<file path="src/rtl/gam_input_sequencer_if.sv">
`default_nettype none
// ============================================================================
// gam_input_sequencer_if : host sample bus + controller presentation bus
// Rev 1.0
// ============================================================================
package gam_input_sequencer_pkg;
  typedef enum logic {
    WAIT  = 1'b0,
    READY = 1'b1
  } READY_WAIT_T;
endpackage

interface gam_input_sequencer_if #(
  parameter int X_W = 16,
  parameter int C_W = 4
);
  import gam_input_sequencer_pkg::*;

  logic            in_valid;
  logic            in_ready;
  logic [X_W-1:0]  in_x;
  logic [C_W-1:0]  in_c;
  READY_WAIT_T     ready_wait;
  logic            learning_done;
  logic [X_W-1:0]  x_out;
  logic [C_W-1:0]  c_out;

  modport master (
    output in_valid, in_x, in_c, ready_wait,
    input  in_ready, learning_done, x_out, c_out
  );

  modport slave (
    input  in_valid, in_x, in_c, ready_wait,
    output in_ready, learning_done, x_out, c_out
  );
endinterface
`default_nettype wire

</file>
<file path="src/rtl/gam_input_sequencer.sv">
`default_nettype none
// ============================================================================
// gam_input_sequencer : FIFO-buffered sample feeder for the GAM memory layer
// Rev 1.0
// ============================================================================
module gam_input_sequencer #(
  parameter int X_W   = 16,
  parameter int C_W   = 4,
  parameter int DEPTH = 4,
  parameter int CNT_W = 16
) (
  input  wire              clk,
  input  wire              reset,
  input  wire              start,
  input  wire              abort,
  input  wire [CNT_W-1:0]  num_samples,
  gam_input_sequencer_if.slave bus,
  output logic [CNT_W-1:0] remaining,
  output logic             busy,
  output logic             protocol_err
);
  import gam_input_sequencer_pkg::*;

  localparam int unsigned AW = $clog2(DEPTH);
  localparam logic [AW:0] C_FULL = (AW+1)'(DEPTH);

  localparam logic [1:0] S_IDLE = 2'd0;
  localparam logic [1:0] S_RUN  = 2'd1;
  localparam logic [1:0] S_DONE = 2'd2;

  logic [1:0]       r_state, w_next_state;
  logic [X_W-1:0]   r_mem_x [DEPTH];
  logic [C_W-1:0]   r_mem_c [DEPTH];
  logic [AW-1:0]    r_wr_ptr, r_rd_ptr;
  logic [AW:0]      r_count;
  logic [X_W-1:0]   r_x_out;
  logic [C_W-1:0]   r_c_out;
  logic [CNT_W-1:0] r_remaining;
  logic             r_err;

  logic w_full, w_ready, w_push, w_pop, w_start_ok;

  assign w_full     = (r_count == C_FULL);
  assign w_ready    = (bus.ready_wait == READY);
  // abort flushes the FIFO, so it also suppresses any push/pop in its cycle
  assign w_push     = bus.in_valid && !w_full && !abort;
  assign w_pop      = (r_state == S_RUN) && w_ready && (r_count != '0) &&
                      (r_remaining != '0) && !abort;
  assign w_start_ok = start && !abort && (r_state != S_RUN);

  always_ff @(posedge clk or negedge reset) begin
    if (!reset) r_state <= S_IDLE;
    else        r_state <= w_next_state;
  end

  always_comb begin
    w_next_state = r_state;
    if (abort) begin
      w_next_state = S_IDLE;
    end else begin
      case (r_state)
        S_IDLE, S_DONE: if (start) w_next_state = (num_samples != '0) ? S_RUN : S_DONE;
        S_RUN:          if (w_pop && r_remaining == CNT_W'(1)) w_next_state = S_DONE;
        default:        w_next_state = S_IDLE;
      endcase
    end
  end

  always_comb begin
    busy              = (r_state == S_RUN);
    bus.learning_done = !((r_state == S_RUN) && (r_count != '0) && (r_remaining != '0));
    bus.in_ready      = !w_full;
  end

  always_ff @(posedge clk) begin
    if (w_push) begin
      r_mem_x[r_wr_ptr] <= bus.in_x;
      r_mem_c[r_wr_ptr] <= bus.in_c;
    end
  end

  always_ff @(posedge clk or negedge reset) begin
    if (!reset) begin
      r_wr_ptr    <= '0;
      r_rd_ptr    <= '0;
      r_count     <= '0;
      r_x_out     <= '0;
      r_c_out     <= '0;
      r_remaining <= '0;
      r_err       <= 1'b0;
    end else if (abort) begin
      r_wr_ptr    <= '0;
      r_rd_ptr    <= '0;
      r_count     <= '0;
      r_remaining <= '0;
      r_err       <= 1'b0;
    end else begin
      if (w_push) r_wr_ptr <= r_wr_ptr + AW'(1);
      if (w_pop) begin
        r_rd_ptr    <= r_rd_ptr + AW'(1);
        r_x_out     <= r_mem_x[r_rd_ptr];
        r_c_out     <= r_mem_c[r_rd_ptr];
        r_remaining <= r_remaining - CNT_W'(1);
      end else if (w_start_ok) begin
        r_remaining <= num_samples;
      end
      case ({w_push, w_pop})
        2'b10:   r_count <= r_count + (AW+1)'(1);
        2'b01:   r_count <= r_count - (AW+1)'(1);
        default: r_count <= r_count;
      endcase
      if (w_ready && !w_pop) r_err <= 1'b1;
    end
  end

  assign bus.x_out    = r_x_out;
  assign bus.c_out    = r_c_out;
  assign remaining    = r_remaining;
  assign protocol_err = r_err;

endmodule
`default_nettype wire

</file>
<file path="src/flat_wrapper.sv">
// flat-port wrapper written by rule: the top's interface ports become plain ports
module gam_input_sequencer_flat import gam_input_sequencer_pkg::*;
#(
  parameter int X_W   = 16,
  parameter int C_W   = 4,
  parameter int DEPTH = 4,
  parameter int CNT_W = 16
)
  (clk, reset, start, abort, num_samples, remaining, busy, protocol_err, bus_in_valid, bus_in_x, bus_in_c, bus_ready_wait, bus_in_ready, bus_learning_done, bus_x_out, bus_c_out);
  gam_input_sequencer_if #(.X_W(X_W), .C_W(C_W)) bus_i ();
  input  wire clk;
  input  wire reset;
  input  wire start;
  input  wire abort;
  input  wire [CNT_W-1:0] num_samples;
  output logic [CNT_W-1:0] remaining;
  output logic busy;
  output logic protocol_err;
  input wire logic [$bits(bus_i.in_valid)-1:0] bus_in_valid;
  input wire logic [$bits(bus_i.in_x)-1:0] bus_in_x;
  input wire logic [$bits(bus_i.in_c)-1:0] bus_in_c;
  input wire logic [$bits(bus_i.ready_wait)-1:0] bus_ready_wait;
  output wire logic [$bits(bus_i.in_ready)-1:0] bus_in_ready;
  output wire logic [$bits(bus_i.learning_done)-1:0] bus_learning_done;
  output wire logic [$bits(bus_i.x_out)-1:0] bus_x_out;
  output wire logic [$bits(bus_i.c_out)-1:0] bus_c_out;
  assign bus_i.in_valid = bus_in_valid;
  assign bus_i.in_x = bus_in_x;
  assign bus_i.in_c = bus_in_c;
  assign bus_i.ready_wait = bus_ready_wait;
  assign bus_in_ready = bus_i.in_ready;
  assign bus_learning_done = bus_i.learning_done;
  assign bus_x_out = bus_i.x_out;
  assign bus_c_out = bus_i.c_out;
  gam_input_sequencer #(.X_W(X_W), .C_W(C_W), .DEPTH(DEPTH), .CNT_W(CNT_W)) u_core (.clk(clk), .reset(reset), .start(start), .abort(abort), .num_samples(num_samples), .bus(bus_i), .remaining(remaining), .busy(busy), .protocol_err(protocol_err));
endmodule
</file>
<file path="config.mk">
export PLATFORM = sky130hd
export DESIGN_NAME = gam_input_sequencer_flat
export DESIGN_NICKNAME = d
export VERILOG_FILES = /design/src/rtl/gam_input_sequencer_if.sv /design/src/rtl/gam_input_sequencer.sv /design/src/flat_wrapper.sv
export SDC_FILE = /design/constraint.sdc
export NUM_CORES = 1
export LEC_CHECK = 0
export BUFFER_PORTS_ARGS = -buffer_cell sky130_fd_sc_hd__buf_2
export CORE_MARGIN = 2
export CORE_UTILIZATION = 44
export CTS_BUF_LIST = sky130_fd_sc_hd__clkbuf_4 sky130_fd_sc_hd__clkbuf_8
export DETAILED_ROUTE_END_ITERATION = 8
export REMOVE_ABC_BUFFERS = 1
export SKIP_LAST_GASP = 1
export SLEW_MARGIN = 20
export SYNTH_ARGS = -nofsm -noshare
export SYNTH_HDL_FRONTEND = slang
export SYNTH_SLANG_ARGS = --single-unit
</file>
<file path="constraint.sdc">
create_clock -name clk -period 4.7 [get_ports clk]
set_input_delay 1.41 -clock clk [delete_from_list [all_inputs] [get_ports clk]]
set_output_delay 1.41 -clock clk [all_outputs]
set_load 0.005 [all_outputs]
</file>
==> results of run 1 <==
==> logic make-up (layout without fill, tap and decap cells) <==
kind of cell / count (synthesis) / after routing
buffers and inverters: 27 / 129
flip-flops: 126 / 126
adder cells (fa/ha/maj): 8 / 8
AO/OA/AOI/OAI: 56 / 56
XOR/XNOR: 7 / 7
multiplexers: 20 / 20
AND/OR/NAND/NOR: 148 / 148
==> layout by cell type, fill, tap and decap left out, types with 3 or more instances in the layout <==
| master | netlist | final |
|---|---|---|
| buf_2 | 4 | 81 |
| edfxtp_1 | 80 | 80 |
| nand2_1 | 74 | 74 |
| dfrtp_1 | 46 | 46 |
| mux4_2 | 20 | 20 |
| nor2_1 | 19 | 19 |
| clkbuf_8 | 0 | 17 |
| o21ai_1 | 12 | 12 |
| nor4_1 | 10 | 10 |
| a21oi_1 | 9 | 9 |
| inv_1 | 8 | 8 |
| o2bb2ai_1 | 8 | 8 |
| a32oi_1 | 8 | 8 |
| nand4_1 | 7 | 7 |
| nand3_1 | 7 | 7 |
| ha_1 | 7 | 7 |
| buf_4 | 2 | 7 |
| and3_1 | 5 | 5 |
| xnor2_1 | 5 | 5 |
| clkinv_1 | 0 | 5 |
| nor3_1 | 3 | 3 |
| clkinv_2 | 0 | 3 |
| clkinv_4 | 0 | 3 |
==> metal layers <==
layer	wire length, um	GRT usage
met1	5200	0.257
met2	5740	0.293
met4	170	0.0795
met5	0	0
met3	690	0.0496
==> Yosys cell counts, drive strengths merged, types with 8 or more instances <==
| cell | instances |
|---|---|
| mux4 | 20 |
| inv | 9 |
| a21oi | 10 |
| dfrtp | 46 |
| o2bb2ai | 8 |
| o21ai | 13 |
| buf | 9 |
| nand3 | 9 |
| nor2 | 20 |
| clkbuf | 9 |
| edfxtp | 80 |
| a32oi | 8 |
| nor4 | 11 |
| nand2 | 74 |
==> power by group <==
| group | leakage [nW] | total [mW] | internal (mW) | switching, mW |
|---|---|---|---|---|
| Sequential | 1.33 | 1.39 | 1.31 | 0.0815 |
| Combinational | 1.03 | 0.432 | 0.195 | 0.236 |
| Clock | 0.182 | 0.828 | 0.420 | 0.408 |
==> layout make-up <==
type	instances	area [um^2]	area share
Sequential cell	126	3550	0.561
Inverter	9	33.8	0.00534
Clock inverter	13	98.8	0.0156
Clock buffer	19	249	0.0393
Tap cell	147	184	0.0291
Multi-Input combinational cell	239	1750	0.277
Timing Repair Buffer	88	458	0.0724
==> critical path, delay by kind of cell, from the launching register on <==
kind / cells / cell delay, ns
adders and majority gates: 1 / 0.19
DFF: 1 / 0.46
buffers and inverters: 2 / 0.28
and+or+nand+nor: 3 / 0.83
==> sequential cells by signal, indices dropped and copies added, names as in the netlist <==
signal / cells
u_core.r_wr_ptr: 2
u_core.remaining: 16
u_core.r_mem_c: 16
u_core.protocol_err: 1
u_core.r_count: 3
u_core.bus.x_out: 16
u_core.bus.c_out: 4
u_core.r_mem_x: 64
u_core.r_state: 2
u_core.r_rd_ptr: 2
==> worst min-delay path by stage <==
| stage | depth (start not counted) | end | slack (ns) | from |
|---|---|---|---|---|
| 2_1_floorplan | 2 | u_core.bus.c_out[0]$_DFFE_PN0P_ | 0.47 | u_core.bus.c_out[0]$_DFFE_PN0P_ |
| 3_3_place_gp | 2 | u_core.bus.x_out[4]$_DFFE_PN0P_ | 0.45 | u_core.bus.x_out[4]$_DFFE_PN0P_ |
| 3_5_place_dp | 2 | u_core.bus.x_out[4]$_DFFE_PN0P_ | 0.46 | u_core.bus.x_out[4]$_DFFE_PN0P_ |
| 4_1_cts | 2 | u_core.bus.x_out[4]$_DFFE_PN0P_ | 0.48 | u_core.bus.x_out[4]$_DFFE_PN0P_ |
| 5_1_grt | 2 | u_core.bus.x_out[1]$_DFFE_PN0P_ | 0.50 | u_core.bus.x_out[1]$_DFFE_PN0P_ |
| 6_report | 2 | u_core.bus.x_out[4]$_DFFE_PN0P_ | 0.47 | u_core.bus.x_out[4]$_DFFE_PN0P_ |
==> impl_metrics.ini, run 1 <==
[die]
start_util = 0.451
die_x_um = 115
io_pins = 82
row_count = 40
coreArea_um2 = 12000
die_h_um = 115
dieArea_um2 = 13200

[global_routing]
grt_pass1_wl_um = 18600
grt_overflow = 0
grt_max_degree = 32
first_global_vias = 3493
antenna_found_initial = 0
grt_util_all_layers = 0.190

[clock_tree]
cts_buffers = 17
cts_max_level = 4
cts_tree = yes
cts_resized = 0
insertion_delay_ns = 0.43
numClockSinks = 126
post_cts_buffers = 0
ctsHoldBuffers = 0
path_clk_slew_ns = 0.07
root_buffer = clkbuf_8
cts_buffer_depth = 2

[synthesis]
synth_edf_count = 80
avgSynthCellArea_um2 = 13.8
syn-cell-area_um2 = 5420
yosysWarningCount = 0
yosys.area.top_type = edfxtp_1
synth.area.mux_share = 0.0831
ys_seq_area_frac = 0.656
synth.area.top_cells = edfxtp_1 (44%), dfrtp_1 (21%), mux4_2 (8.3%)
synthCells = 392
synth_top_family_by_area = simple AND/OR/NAND/NOR gates
yosys_most_used_dff = edfxtp_1
synth_compound_gate_area_share = 0.0729
synth_top_area_share = 0.443
synthDistinctLibCells = 54
synth_adder_area_share = 0.0199
yosys.area_share.simple = 0.135
synth_xor_area_frac = 0.0113
synth_async_sr_flop_share = 0.365
synth_seq_cells = 126

[run]
maxCapViolCount = 0

[worst_setup_path]
slowest_delay_ns = 0.46
rr_endpoint = u_core.r_count[2]$_DFFE_PN0P_
arrival_ns = 2.17
rrSetupSlack_ns = 1.71
slowest_stage = dfrtp_1
endpoint_kind = output pin
r2r_start = u_core.remaining[0]$_DFFE_PN0P_
rr_worst_depth = 10
worstSetupPathType = reg -> out
required_ns = 3.29
start_kind = register
crit_chain = inv_1, ha_1, nor3b_1, nand4_1, nand3_1, buf_2
endpoint = bus_learning_done
cp-startpoint = u_core.remaining[0]$_DFFE_PN0P_
cp_max_fo = 8

[sta]
setup_tns_ns = 0
setup_viol = 0
setup_ws_ns = 1.12
max_freq_mhz = 279
max_slew_margin = 0.283
tightest_slew_ns = 1.08
rsz0062_at_grt = false
timing.final.hold_violations = 0
drv_slew = 0
finalCriticalPeriod_ns = 3.58
period_share = 0.763
holdWs_ns = 0.470
skew_ns = 0.00665

[pwr]
p_leak_nw = 2.54
power_mw = 2.65
powerDensity_nw_per_um2 = 419
ir_drop_v = 0.000257

[drt]
first_pass_iters = 4
ant_nets = 0
vias = 3601
viasPerCell = 5.62
routedWlPerCell_um = 18.4
drtIter0Drc = 237
drc_errors = 0
routed_wl_um = 11800

[final_layout]
design_area_um2 = 6330
fin_cells = 641
area_growth_pct = 16.8
final_util = 0.527
drive_above_1_share = 0.289
num_antenna_cells = 0
n_fill_cell = 1044
nets = 531

[hold_path]
hp-class = reg -> reg

[placed_design]
numPlacedInstances = 609
dp_hpwl_um = 7700
gp_congestion = 0.951
pre_cts_slack_ns = 1.38
io_buffers = 81
dpl_cell_area_um2 = 5980

[run_status]
status = finished, final reports clean
Note: power is estimated with default switching activity, not from simulation.
==> run 2, diff against run 1 <==
Settings changed: PLACE_DENSITY set to 0.67.
Clock period 4.7 ns to 3.21 ns, I/O delays scaled along.
==> run 2 against run 1 <==
Compared with the run above:
- critical path type unchanged
- sequential share of layout area shrank 0.97 points
- combinational power grew 50%
- highest routed layer is now met5
- worst hold slack got worse by 0.035 ns
- largest cell class unchanged
- global-route usage is 0.78 points higher
==> impl_metrics.ini, run 2 (synthesis gave the netlist of run 1 again) <==
[run_status]
status = finished, final reports clean

[final_layout]
area_growth_pct = 18.8
drive_above_1_share = 0.309
nets = 538
num_antenna_cells = 0
layout_commonest_cell = buf_2
top_register = u_core.r_mem_x
largest_reg_flops = 64
layout_common_cells = buf_2 (81), edfxtp_1 (80), nand2_1 (74), dfrtp_1 (46), mux4_2 (20)

[drt]
first_pass_iters = 4
routedWlPerCell_um = 18.6
drc_errors = 0
vias = 3601
drtIter0Drc = 194
viasPerCell = 5.56
routed_wl_um = 12000
ant_nets = 0

[die]
io_pins = 82
start_util = 0.451
row_count = 40
die_h_um = 115
die_x_um = 115
dieArea_um2 = 13200
coreArea_um2 = 12000

[sta]
finalCriticalPeriod_ns = 2.98
rsz0062_at_grt = false
skew_ns = 0.0101
timing.final.hold_violations = 0
max_freq_mhz = 335
max_slew_margin = 0.349
setup_tns_ns = 0
drv_slew = 0
tightest_slew_ns = 0.976
period_share = 0.929
holdWs_ns = 0.435
setup_viol = 0

[clock_tree]
path_clk_slew_ns = 0.08
post_cts_buffers = 0
cts_tree = yes
numClockSinks = 126
cts_buffer_depth = 2
cts_resized = 0
cts_buffers = 17
insertion_delay_ns = 0.44
cts_max_level = 4
ctsHoldBuffers = 0
root_buffer = clkbuf_8

[global_routing]
grt_overflow = 0
grt_max_degree = 32
grt_pass1_wl_um = 19100
grt_util_all_layers = 0.197
first_global_vias = 3632
antenna_found_initial = 1

[worst_setup_path]
crit_chain = inv_1, ha_1, nor3b_1, nand4_1, buf_4, nand3_1, buf_2
required_ns = 2.25
slowest_delay_ns = 0.46
r2r_start = u_core.r_count[1]$_DFFE_PN0P_
worstSetupPathType = reg -> out
slowest_stage = dfrtp_1
cp_max_fo = 8
start_kind = register
cp-startpoint = u_core.remaining[0]$_DFFE_PN0P_
endpoint_kind = output pin
arrival_ns = 2.02

[placed_design]
dp_hpwl_um = 7880
io_buffers = 81
gp_congestion = 0.886

[hold_path]
hp-class = in -> async

[pwr]
powerDensity_nw_per_um2 = 637
ir_drop_v = 0.000420
p_leak_nw = 2.59

[run]
maxCapViolCount = 0
==> run 2: cell types whose count changed in the layout (fill, tap and decap cells not counted), sizes merged <==
cell,previous run,this run
clkinvlp,0,2
clkbuf,19,21
inv,10,9
clkinv,11,6
bufinv,1,3
buf,88,95
==> run 2: final timing paths <==
check | to | cells after the start | slack (ns)
worst max-delay path | bus_learning_done | 7 | 0.23
worst min-delay path | u_core.remaining[1]$_DFFE_PN0P_ | 1 | 0.43
worst max register to register | u_core.r_count[2]$_DFFE_PN0P_ | 8 | 0.47
worst min register to register | u_core.bus.x_out[10]$_DFFE_PN0P_ | 2 | 0.47
max in group asynchronous | u_core.r_wr_ptr[0]$_DFFE_PN0P_ | 2 | 2.19
min in group clk | u_core.bus.x_out[10]$_DFFE_PN0P_ | 2 | 0.47
==> run 2: through the flow <==
stage / util / instance area (um^2) / instances / setup WS [ns] / total power, mW
2_1_floorplan: - / 5330 / 374 / 0.221 / 2.40
3_3_place_gp: 0.502 / 6030 / 616 / 0.402 / 2.72
3_5_place_dp: 0.502 / 6030 / 616 / 0.322 / 2.74
4_1_cts: 0.536 / 6440 / 648 / 0.170 / 4.15
5_1_grt: 0.536 / 6440 / 648 / 0.0796 / 4.32
6_report: 0.536 / 6440 / 648 / 0.227 / 4.10
==> run 2: critical path: cells and delay by family (launching register included) <==
family | cells | cell delay, ns
and+or+nand+nor | 3 | 0.49
DFF | 1 | 0.46
adders and majority gates | 1 | 0.17
buffers and inverters | 3 | 0.46
==> run 2: layer usage <==
metal,vias to the layer above,routed length [um],track usage,part of all wire
met3,16,790,0.0538,0.066
met4,2,201,0.0876,0.017
met2,118,5830,0.319,0.48
li1,1681,-,-,-
met1,1784,5210,0.252,0.43
met5,-,13,0,0.0011
==> run 2: area by class of cell <==
type,instances,area (um^2)
Clock buffer,21,264
Clock inverter,11,143
Fill cell,1021,5570
Inverter,9,33.8
Multi-Input combinational cell,239,1750
Sequential cell,126,3550
Tap cell,147,184
Timing Repair Buffer,95,510
==> run 2: where the power goes <==
part | leakage (nW) | switching, mW | internal [mW]
Clock | 0.207 | 0.604 | 0.798
Sequential | 1.33 | 0.129 | 1.92
Combinational | 1.06 | 0.353 | 0.294
Total | 2.59 | 1.09 | 3.01
==> run 3, diff against run 2 <==
Settings changed: RECOVER_POWER set to 25.
==> run 3 against run 2 <==
Compared with the run above:
- sequential share of layout area is 0.19 points higher
- largest cell class unchanged
- clock skew hardly changed
- die area stayed put
- combinational power hardly changed
- utilization is 0.19 points lower
- via count is 0.31% lower
- total power hardly changed
==> impl_metrics.ini, run 3 (synthesis gave the netlist of run 1 again) <==
[drt]
ant_nets = 0
vias = 3590
drtIter0Drc = 199
routed_wl_um = 12100
routedWlPerCell_um = 18.6
first_pass_iters = 4
viasPerCell = 5.54
drc_errors = 0

[final_layout]
ff_latch_area_um2 = 3550
top_register = u_core.r_mem_x
nets = 538
largest_reg_flops = 64
drive_above_1_share = 0.273
n_fill_cell = 1032
area_growth_pct = 18.4
num_antenna_cells = 0
layout_commonest_cell = edfxtp_1
multi_input_area_um2 = 1750
layout_common_cells = edfxtp_1 (80), nand2_1 (74), buf_2 (63), dfrtp_1 (46), mux4_2 (20)

[clock_tree]
numClockSinks = 126
insertion_delay_ns = 0.44
ctsHoldBuffers = 0
post_cts_buffers = 0
cts_buffers = 17
cts_max_level = 4
cts_resized = 0
cts_tree = yes
cts_buffer_depth = 2
path_clk_slew_ns = 0.07
root_buffer = clkbuf_8

[sta]
rsz0062_at_grt = false
timing.final.hold_violations = 0
max_freq_mhz = 333
skew_ns = 0.00979
period_share = 0.934
setup_viol = 0
tightest_slew_ns = 0.980
setup_tns_ns = 0
drv_slew = 0
max_slew_margin = 0.347
setup_ws_ns = 0.211
finalCriticalPeriod_ns = 3.00

[pwr]
ir_drop_v = 0.000419
power_frac_comb = 0.157
powerDensity_nw_per_um2 = 639
switchingPower_mw = 1.09
pwr-share-seq = 0.500
internal-power_mw = 3.01
switching_share = 0.266
clock_power_share = 0.343
p_leak_nw = 2.55

[worst_setup_path]
cp_top_family = simple AND/OR/NAND/NOR gates
slowest_stage = dfrtp_1
start_kind = register
arrival_ns = 2.04
cp_max_fo = 8
slowest_delay_ns = 0.46
endpoint_kind = output pin
required_ns = 2.25
crit_chain = inv_1, ha_1, nor3b_1, nand4_1, buf_4, nand3_1, buf_2
worstSetupPathType = reg -> out
path_buf_inv = 3

[global_routing]
first_global_vias = 3632
antenna_found_initial = 0
use_met3 = 0.0538
grt_pass1_wl_um = 19100
use_met1 = 0.252
grt_overflow = 0
top_usage_layer = met2
grt_util_all_layers = 0.197
met2_usage = 0.319
grt_max_degree = 32

[die]
row_count = 40
die_x_um = 115
coreArea_um2 = 12000
start_util = 0.451
dieArea_um2 = 13200
io_pins = 82
die_h_um = 115

[placed_design]
pre_cts_slack_ns = 0.322
dp_hpwl_um = 7880
gp_congestion = 0.886
io_buffers = 81

[hold_path]
hp-class = reg -> reg

[run]
maxCapViolCount = 0

[run_status]
status = finished, final reports clean
## run 3: changes by cell type in the layout (fill, tap and decap cells not counted)
cell | previous run | this run
clkbuf_1 | 0 | 18
buf_2 | 81 | 63
## run 3: layout make-up
| cell class | instances | share of cell area |
|---|---|---|
| inverters | 9 | 0.00526 |
| flip-flops and latches | 126 | 0.554 |
| clock buffers | 21 | 0.0411 |
| multi-input cells | 239 | 0.273 |
| clock inverters | 11 | 0.0222 |
| well taps | 147 | 0.0287 |
| repair buffers | 95 | 0.0760 |
## run 3: metal layers
layer,vias to the layer above,part of all wire
met1,1770,0.43
met4,0,0.020
li1,1680,-
met5,-,0
met2,123,0.48
met3,17,0.067
## run 3: through the flow
step | std cells | total power, mW | utilization | hold slack (ns) | instance area (um^2)
finish | 648 | 4.10 | 0.534 | 0.470 | 6420
CTS | 648 | 4.15 | 0.536 | 0.409 | 6440
global placement | 616 | 2.72 | 0.502 | 0.453 | 6030
detailed placement | 616 | 2.74 | 0.502 | 0.457 | 6030
global route | 648 | 4.31 | 0.534 | 0.501 | 6420
floorplan | 374 | 2.40 | - | 0.470 | 5330
## run 3: worst reg2reg max path: stages, from the launching register on
cell and delay (ns):
dfrtp_1 0.44, or3_1 0.46, and3_1 0.30, nand3_2 0.12
nor2_1 0.06, fa_1 0.39, or4_1 0.55, and3b_1 0.21
nor3_2 0.13
## run 3: final timing paths
kind / from / end / slack, ns / cells after the start
max: u_core.remaining[0]$_DFFE_PN0P_ / bus_learning_done / 0.21 / 7
min: u_core.bus.x_out[10]$_DFFE_PN0P_ / u_core.bus.x_out[10]$_DFFE_PN0P_ / 0.47 / 2
max reg2reg: u_core.r_count[1]$_DFFE_PN0P_ / u_core.r_count[2]$_DFFE_PN0P_ / 0.47 / 8
min reg2reg: u_core.bus.x_out[10]$_DFFE_PN0P_ / u_core.bus.x_out[10]$_DFFE_PN0P_ / 0.47 / 2
max in group asynchronous: reset / u_core.r_wr_ptr[0]$_DFFE_PN0P_ / 1.81 / 2
min in group asynchronous: reset / u_core.remaining[1]$_DFFE_PN0P_ / 0.62 / 1
## run 3: power by group through the flow
stage / clock network, mW / registers [mW] / logic, mW
floorplan: 0 / 2.08 / 0.313
global placement: 0 / 2.07 / 0.642
detailed placement: 0 / 2.08 / 0.654
CTS: 1.44 / 2.05 / 0.658
global route: 1.51 / 2.08 / 0.727
finish: 1.41 / 2.05 / 0.644
